`src/rtl/countdown_timer_if.sv`:
```
// Bus bundle for the countdown timer: start/stop and load controls, the BCD
// preset digits, and the registered BCD count plus status flags.
interface countdown_timer_if;
   logic       start_stop;
   logic       load;
   logic [3:0] preset_m10;
   logic [3:0] preset_m1;
   logic [3:0] preset_s10;
   logic [3:0] preset_s1;
   logic [3:0] min_tens;
   logic [3:0] min_ones;
   logic [3:0] sec_tens;
   logic [3:0] sec_ones;
   logic       running;
   logic       expired;
   logic       done_pulse;

   modport master (
      output start_stop, load, preset_m10, preset_m1, preset_s10, preset_s1,
      input  min_tens, min_ones, sec_tens, sec_ones, running, expired, done_pulse
   );

   modport slave (
      input  start_stop, load, preset_m10, preset_m1, preset_s10, preset_s1,
      output min_tens, min_ones, sec_tens, sec_ones, running, expired, done_pulse
   );
endinterface

```
`src/rtl/countdown_timer.sv`:
```
// Down-counting mm:ss timer. One shared prescaler produces a once-per-second
// tick that drives a BCD borrow chain across the four digits. Expiry at 00:00
// parks the block in DONE until a new preset is loaded.
module countdown_timer #(
   parameter int TICK_DIV = 50000000
) (
   input logic clock,
   input logic reset,
   countdown_timer_if.slave bus
);

   localparam int PW = (TICK_DIV > 2) ? $clog2(TICK_DIV) : 1;
   localparam logic [PW-1:0] LAST = PW'(TICK_DIV - 1);

   typedef enum logic [1:0] {IDLE, RUN, PAUSE, DONE} state_t;

   state_t state;
   state_t state_next;

   logic          prev_ss;
   logic          ss_edge;
   logic          load_ok;
   logic          tick;
   logic          count_zero;
   logic          last_second;
   logic [PW-1:0] prescaler;
   logic [PW-1:0] prescaler_next;
   logic [3:0]    m10, m1, s10, s1;
   logic [3:0]    m10_next, m1_next, s10_next, s1_next;
   logic          running_q, expired_q, done_q;
   logic          done_next;

   assign ss_edge     = bus.start_stop & ~prev_ss;
   assign load_ok     = bus.load && (state != RUN);
   assign tick        = (state == RUN) && !ss_edge && (prescaler == LAST);
   assign count_zero  = (m10 == 4'd0) && (m1 == 4'd0) && (s10 == 4'd0) && (s1 == 4'd0);
   assign last_second = (m10 == 4'd0) && (m1 == 4'd0) && (s10 == 4'd0) && (s1 == 4'd1);

   assign bus.min_tens   = m10;
   assign bus.min_ones   = m1;
   assign bus.sec_tens   = s10;
   assign bus.sec_ones   = s1;
   assign bus.running    = running_q;
   assign bus.expired    = expired_q;
   assign bus.done_pulse = done_q;

   // State register; the edge detector lives alongside it.
   always_ff @(posedge clock or posedge reset) begin
      if (reset) begin
         state   <= IDLE;
         prev_ss <= 1'b0;
      end else begin
         state   <= state_next;
         prev_ss <= bus.start_stop;
      end
   end

   // Next-state decision; a permitted load always beats a start/stop edge.
   always_comb begin
      state_next = state;
      unique case (state)
         IDLE: begin
            if (load_ok)                    state_next = IDLE;
            else if (ss_edge && !count_zero) state_next = RUN;
         end
         RUN: begin
            if (ss_edge)                    state_next = PAUSE;
            else if (tick && last_second)   state_next = DONE;
         end
         PAUSE: begin
            if (load_ok)                    state_next = IDLE;
            else if (ss_edge)               state_next = RUN;
         end
         DONE: begin
            if (load_ok)                    state_next = IDLE;
         end
         default:                           state_next = IDLE;
      endcase
   end

   // Datapath: clamped preset load, prescaler advance, and the digit borrow chain.
   always_comb begin
      prescaler_next = prescaler;
      m10_next       = m10;
      m1_next        = m1;
      s10_next       = s10;
      s1_next        = s1;
      done_next      = tick && last_second;

      if (load_ok || state == IDLE) begin
         prescaler_next = '0;
      end else if (state == RUN && !ss_edge) begin
         prescaler_next = tick ? '0 : prescaler + 1'b1;
      end

      if (load_ok) begin
         m10_next = (bus.preset_m10 > 4'd5) ? 4'd5 : bus.preset_m10;
         m1_next  = (bus.preset_m1  > 4'd9) ? 4'd9 : bus.preset_m1;
         s10_next = (bus.preset_s10 > 4'd5) ? 4'd5 : bus.preset_s10;
         s1_next  = (bus.preset_s1  > 4'd9) ? 4'd9 : bus.preset_s1;
      end else if (tick) begin
         if (s1 != 4'd0) begin
            s1_next = s1 - 4'd1;
         end else begin
            s1_next = 4'd9;
            if (s10 != 4'd0) begin
               s10_next = s10 - 4'd1;
            end else begin
               s10_next = 4'd5;
               if (m1 != 4'd0) begin
                  m1_next = m1 - 4'd1;
               end else begin
                  m1_next  = 4'd9;
                  m10_next = m10 - 4'd1;
               end
            end
         end
      end
   end

   // Datapath and output registers; status flags follow the post-edge state.
   always_ff @(posedge clock or posedge reset) begin
      if (reset) begin
         prescaler <= '0;
         m10       <= 4'd0;
         m1        <= 4'd0;
         s10       <= 4'd0;
         s1        <= 4'd0;
         running_q <= 1'b0;
         expired_q <= 1'b0;
         done_q    <= 1'b0;
      end else begin
         prescaler <= prescaler_next;
         m10       <= m10_next;
         m1        <= m1_next;
         s10       <= s10_next;
         s1        <= s1_next;
         running_q <= (state_next == RUN);
         expired_q <= (state_next == DONE);
         done_q    <= done_next;
      end
   end

endmodule

```
`src/flat_wrapper.sv`:
```
// flat-port wrapper written by rule: the top's interface ports become plain ports
module countdown_timer_flat 
#(
   parameter int TICK_DIV = 50000000
)
  (clock, reset, bus_start_stop, bus_load, bus_preset_m10, bus_preset_m1, bus_preset_s10, bus_preset_s1, bus_min_tens, bus_min_ones, bus_sec_tens, bus_sec_ones, bus_running, bus_expired, bus_done_pulse);
  countdown_timer_if bus_i ();
  input logic clock;
  input logic reset;
  input wire logic [$bits(bus_i.start_stop)-1:0] bus_start_stop;
  input wire logic [$bits(bus_i.load)-1:0] bus_load;
  input wire logic [$bits(bus_i.preset_m10)-1:0] bus_preset_m10;
  input wire logic [$bits(bus_i.preset_m1)-1:0] bus_preset_m1;
  input wire logic [$bits(bus_i.preset_s10)-1:0] bus_preset_s10;
  input wire logic [$bits(bus_i.preset_s1)-1:0] bus_preset_s1;
  output wire logic [$bits(bus_i.min_tens)-1:0] bus_min_tens;
  output wire logic [$bits(bus_i.min_ones)-1:0] bus_min_ones;
  output wire logic [$bits(bus_i.sec_tens)-1:0] bus_sec_tens;
  output wire logic [$bits(bus_i.sec_ones)-1:0] bus_sec_ones;
  output wire logic [$bits(bus_i.running)-1:0] bus_running;
  output wire logic [$bits(bus_i.expired)-1:0] bus_expired;
  output wire logic [$bits(bus_i.done_pulse)-1:0] bus_done_pulse;
  assign bus_i.start_stop = bus_start_stop;
  assign bus_i.load = bus_load;
  assign bus_i.preset_m10 = bus_preset_m10;
  assign bus_i.preset_m1 = bus_preset_m1;
  assign bus_i.preset_s10 = bus_preset_s10;
  assign bus_i.preset_s1 = bus_preset_s1;
  assign bus_min_tens = bus_i.min_tens;
  assign bus_min_ones = bus_i.min_ones;
  assign bus_sec_tens = bus_i.sec_tens;
  assign bus_sec_ones = bus_i.sec_ones;
  assign bus_running = bus_i.running;
  assign bus_expired = bus_i.expired;
  assign bus_done_pulse = bus_i.done_pulse;
  countdown_timer #(.TICK_DIV(TICK_DIV)) u_core (.clock(clock), .reset(reset), .bus(bus_i));
endmodule
```
`config.mk`:
```
export PLATFORM = sky130hd
export DESIGN_NAME = countdown_timer_flat
export DESIGN_NICKNAME = d
export VERILOG_FILES = /design/src/rtl/countdown_timer_if.sv /design/src/rtl/countdown_timer.sv /design/src/flat_wrapper.sv
export SDC_FILE = /design/constraint.sdc
export NUM_CORES = 1
export LEC_CHECK = 0
export BUFFER_PORTS_ARGS = -buffer_cell sky130_fd_sc_hd__buf_2
export CAP_MARGIN = 20
export CORE_MARGIN = 4
export CORE_UTILIZATION = 35
export DETAILED_ROUTE_END_ITERATION = 12
export HOLD_SLACK_MARGIN = 0.15
export PLACE_DENSITY = 0.63
export RECOVER_POWER = 100
export SYNTH_ARGS = -nofsm -noshare
export SYNTH_HDL_FRONTEND = slang
export SYNTH_SLANG_ARGS = --single-unit
```
`constraint.sdc`:
```
create_clock -name clock -period 3.84 [get_ports clock]
set_input_delay 0.768 -clock clock [delete_from_list [all_inputs] [get_ports clock]]
set_output_delay 0.768 -clock clock [all_outputs]
set_load 0.02 [all_outputs]
```
* Word level (Yosys, flattened, before mapping)
Cells that the tools add are included.
Widths: inputs -> output; s select.
** Word-level totals
- Register bits :: 48
- Word-level logic and storage cells :: 89
- Output and inout port bits :: 19
** Operators by class
- Equal/unequal tests :: 11
- Bitwise gates (word level) :: 2
- $lt $le $gt $ge :: 4
- Mux-type cells :: 32
- Reductions and logical operators :: 25
- $add $sub $neg :: 5
** Operator list (count)
- $mux 4 :: 21
- $mux 26 :: 3
- $add 26x1->26 const B :: 1
- $eq 26x26->1 const B :: 1
- $logic_not 4->1 :: 4
- $sub 4x1->4 const B :: 4
- $mux 2 :: 7
- $reduce_bool 4->1 :: 3
- $logic_and 1x1->1 :: 9
- $gt 4x3->1 const B :: 2
- $gt 4x4->1 const B :: 2
- $ne 2x1->1 const B :: 4
- $pmux 2 s4 :: 1
- $eq 2x2->1 const B :: 3
- $eq 2x1->1 const B :: 2
- $eq 4x1->1 const B :: 1
- $reduce_and 4->1 :: 1
- $reduce_bool 2->1 :: 2
- $reduce_and 3->1 :: 1
- $logic_not 1->1 :: 2
- $logic_not 2->1 :: 1
- $reduce_and 2->1 :: 1
- $and 1x1->1 :: 1
- $logic_or 1x1->1 :: 1
- $not 1->1 :: 1

* Logic depth before layout (Yosys ltp)
- Word-level depth :: 10
- Depth in mapped cells :: 8

* Worst setup path after synthesis
OpenSTA, ideal clock, no wires.
- Path type :: input -> register
- From :: in bus_start_stop
- To :: reg u_core.prescaler[24]
- Data arrival time :: 1879 ps
- Stages on the path :: 6
- Library setup time :: 132 ps
- Setup slack :: 1829 ps
- Buffers on the path :: 1
- Cells stage by stage :: nor2b_1 > a2111o_1 > buf_2 > nor4_4 > xnor2_1 > nor2_1
** Between the ends
- Longest elaborated chain between the ends :: 7
- Elaborated cells on any way between the ends :: 8
- Those cells by class :: 3 x mux; 1 x bitwise; 4 x reduce/logical
** Ends and longest elaborated chain
- from (decl) :: line flat_wrapper.sv:10 : input wire logic [$bits(bus_i.start_stop)-1:0] bus_start_stop;
- $and 1x1->1 * :: line countdown_timer.sv:33 : assign ss_edge = bus.start_stop & ~prev_ss;
- $logic_not 1->1 * :: line countdown_timer.sv:35, countdown_timer.sv:92
- $logic_and 1x1->1 * :: line countdown_timer.sv:35, countdown_timer.sv:92
- $logic_and 1x1->1 :: line countdown_timer.sv:35 : assign tick = (state == RUN) && !ss_edge && (prescaler == LAST);
- $mux 26 :: line countdown_timer.sv:93 : prescaler_next = tick ? '0 : prescaler + 1'b1;
- $mux 26 :: line countdown_timer.sv:92 : end else if (state == RUN && !ss_edge) begin
- $mux 26 :: line countdown_timer.sv:90 : if (load_ok || state == IDLE) begin
- to (signal assigned) :: line countdown_timer.sv:133 : prescaler <= prescaler_next;
- to (decl) :: line countdown_timer.sv:26 : logic [PW-1:0] prescaler;
Mark *: on every way between the ends. The rest lies on a longest branch, timed or not. The select of a mux whose other input is x is not followed.
A chain may end at the register's enable or synchronous reset.

* Final worst setup path
- From :: reg u_core.prescaler[0]
- To :: reg u_core.s1[2] (netlist: u_core.bus.sec_ones[2])
** Between the ends
- Longest elaborated chain between the ends :: 3
** Ends and longest elaborated chain
- $eq 26x26->1 :: line countdown_timer.sv:35
- $logic_and 1x1->1 :: line countdown_timer.sv:35
- $reduce_bool 2->1 (no source line)
- to (signal assigned) :: line countdown_timer.sv:137 : s1 <= s1_next;
- to (decl) :: line countdown_timer.sv:28 : logic [3:0] m10, m1, s10, s1;
Every way passes these cells.

==> summary.md <==
| Metric | Value |
|---|---|
| Slowest-stage cell, CP | `or4b_1` |
| Io pins | `39` |
| Layout cells sized above 1 | `12.0%` |
| HP Class | `in2async` |
| Post-DRT Antenna Nets | `0` |
| Buf/Inv on CP | `0` |
| Final worst slack | `1.46 ns` |
| Top delay family on crit path | `simple AND/OR/NAND/NOR gates` |
| Worst R2R End | `u_core.bus.sec_ones[2]` |
| Sequential fraction of the synthesis area | `43.4%` |
| RSZ-0062 raised after global routing | `no` |
| GRT overflow | `0` |
| Bufs on Longest Clock Path | `2` |
| CP arrival | `2.61 ns` |
| Vias in the first global route | `2187` |
| CORE AREA | `7730 sq um` |
| Crit path depth | `6` |
| Die W | `96.9 um` |
| Placed Cells incl. Taps | `425` |
| Distinct cells, synth | `52` |
| Ys flop type | `dfrtp_1` |
| Post-Place Setup Slack | `1.39 ns` |
| Power density over cell area | `405 nW/um^2` |
| Die ar. | `9390 sq um` |
| Post-CTS Hold Fix Bufs | `0` |
| Post-route insts no fill | `434` |
| Outcome | `completed` |
| Worst EP required | `4.07 ns` |
| Top cells by count, synth | `48 x dfrtp_1, 42 x nor2_1, 19 x nand2_1` |
| Area of placed instances | `3030 sq um` |
| Largest net degree at the start of global routing | `49` |
| Initial Utilization | `35.8%` |
| Vias | `2297` |
| Fin. max-slew vios | `0` |
| Kind of start point of the critical path | `flip-flop` |
| CP max stage delay | `0.56 ns` |
| Setup crit end kind | `flip-flop` |
| Largest cells by area after synthesis | `dfrtp_1 43%, nor2_1 5.7%, xnor2_1 4.4%` |
| Total CTS buffers | `5` |
| Clock skew | `0.00632 ns` |
| Port Buf Inserts | `38` |
| Syn Inst Count | `294` |
| CP max FO | `11` |
| Seq cells post-synth | `48` |
| Vias per cell | `5.29` |
| First-pass GRT wire length | `10.6 mm` |
| Mapped Nets | `316` |
| Yosys warns | `0` |
| Max frequency | `420 MHz` |
| Final WL | `6.15 mm` |
| Detailed placement HPWL | `4.43 mm` |
| Pre-antenna DRT Iters | `4` |
| Sum Neg Setup Slack | `0 ns` |
| Critical Path Sink | `u_core.bus.sec_ones[2]` |
| Setup crit start | `u_core.prescaler[0]` |
| DRC errors left | `0` |
| TritonCTS clock tree | `built` |
| Gp weighted congestion | `0.787` |
| Max-cap viol count | `0` |
| Diodes inserted | `0` |
| Worst-path cell chain | `ha_1 -> and4bb_2 -> and4_1 -> nand3_1 -> or4b_1 -> a31oi_1` |
| Final period util | `62.0%` |
| FILL cells | `794` |
| Final instance area | `3130 sq um` |
| Row count | `32` |
| Gr usage total | `13.4%` |
| P_leak | `0.00122 uW` |
| Mapped Area | `2770 sq um` |
| Critical path type | `reg2reg` |
| Final min period | `2.38 ns` |
| Worst r2r src | `u_core.prescaler[0]` |
| Flop-to-flop setup slack | `1.46 ns` |
| Slew headroom | `33.4%` |
| Initial antenna violation count | `0` |
| Mean routed wirelength per cell | `14.2 um` |
| Sink Count | `48` |
| CTS Root Cell | `clkbuf_8` |
| Ys async rst share | `100%` |
| Worst R2R Path Depth | `6` |
| Worst-Margin Slew | `0.990 ns` |
| Syn Area/Cell | `9.41 sq um` |
| Final hold violation count | `0` |
| Yosys top cell by area | `dfrtp_1` |
| Drt initial violations | `94` |
| Synth top area share | `43.4%` |
| Clock Pin Slew Worst Setup and Hold Paths | `0.09 ns` |
| Peak supply drop | `124 uV` |
| Die height | `96.9 um` |
| Number of synthesized flops with an enable pin | `0` |
| Setup-failing EPs final | `0` |
| Post-CTS sizing | `0` |
| P&R area growth vs syn | `12.9%` |
| Clk_lat worst skew | `0.30 ns` |
| Nets | `353` |
| H-tree depth | `2` |
| Cell with the most instances after synthesis | `dfrtp_1` |
| Post-CTS setup buffer count | `0` |
-- layout by cell type, fill, tap and decap left out, drive strengths merged, types with 3 or more instances in the layout --
master,synthesis,routed
dfrtp,48,48
nor2,42,42
clkbuf,3,25
buf,7,20
nand2,19,19
xnor2,14,14
a21oi,13,13
xor2,13,13
nand4,13,13
inv,12,12
nand3,12,12
o21ai,11,11
nor3,9,9
nor4,9,9
a31oi,8,8
and3,6,6
o31ai,6,6
and4,6,6
and2,5,5
or4,4,4
nor2b,3,3
nor4b,3,3
a2111oi,3,3
-- state kept, by name (all words and copies together), names as in the netlist --
| signal | count |
|---|---|
| u_core.bus.sec_ones | 4 |
| u_core.bus.sec_tens | 4 |
| u_core.state | 2 |
| u_core.bus.min_ones | 4 |
| u_core.bus.expired | 1 |
| u_core.bus.done_pulse | 1 |
| u_core.prescaler | 26 |
| u_core.bus.running | 1 |
| u_core.prev_ss | 1 |
| u_core.bus.min_tens | 4 |
-- cell type report --
type | instances | area, sq um | area share [%]
Multi-Input combinational cell | 224 | 1450 | 46.3
Sequential cell | 48 | 1200 | 38.4
Clock buffer | 5 | 68.8 | 2.20
Inverter | 12 | 45.0 | 1.44
Tap cell | 102 | 128 | 4.08
Timing Repair Buffer | 40 | 193 | 6.16
Clock inverter | 3 | 42.5 | 1.36
-- worst register-to-register path: cells and delay by family (launching register included) --
family	cells	cell delay, ns
AOI/OAI and AO/OA	1	0.17
DFF	1	0.45
and+or+nand+nor	4	1.42
adders and majority gates	1	0.27
-- how the worst min path moves through the flow --
stage | end | slack (ns) | cells after the start
after floorplan | u_core.prescaler[25] | 0.45 | 1
after global placement | u_core.prescaler[25] | 0.49 | 1
after detailed placement | u_core.prescaler[25] | 0.50 | 1
after CTS | u_core.prescaler[25] | 0.51 | 1
after global routing | u_core.bus.sec_tens[0] | 0.43 | 2
final | u_core.bus.sec_tens[0] | 0.41 | 2
-- logic make-up (layout without fill, tap and decap cells) --
| logic type | Yosys count | in the layout | synth area share (%) |
|---|---|---|---|
| buffers and inverters | 22 | 60 | 3.75 |
| adder cells (fa/ha/maj) | 2 | 2 | 0.904 |
| flip-flops | 48 | 48 | 43.4 |
| AO/OA/AOI/OAI | 51 | 51 | 11.8 |
| multiplexers | 1 | 1 | 0.362 |
| XOR/XNOR | 27 | 27 | 8.54 |
| AND/OR/NAND/NOR | 143 | 143 | 31.2 |
-- per-stage QoR --
step	power (uW)	utilization [%]	hold WS (ns)
CTS	1290	40.7	0.508
finish	1260	40.4	0.407
global placement	915	39.3	0.492
floorplan	823	-	0.454
global route	1350	40.4	0.426
detailed placement	922	39.3	0.495
-- metal layers --
metal  GRT usage (%)  vias up  part of all wire (%)
met5               0        -                     0
met4            3.24        0                   1.1
met3            3.32        7                   4.4
met2            21.9       39                    47
met1            17.8     1112                    47
li1                -     1139                     -
-- power breakdown --
part / total [uW] / switching, uW / internal (uW)
clock network: 364 / 171 / 193
registers: 625 / 74.6 / 551
logic: 276 / 183 / 92.4
total: 1260 / 429 / 836
No activity file was read; power rests on OpenSTA's default activity.
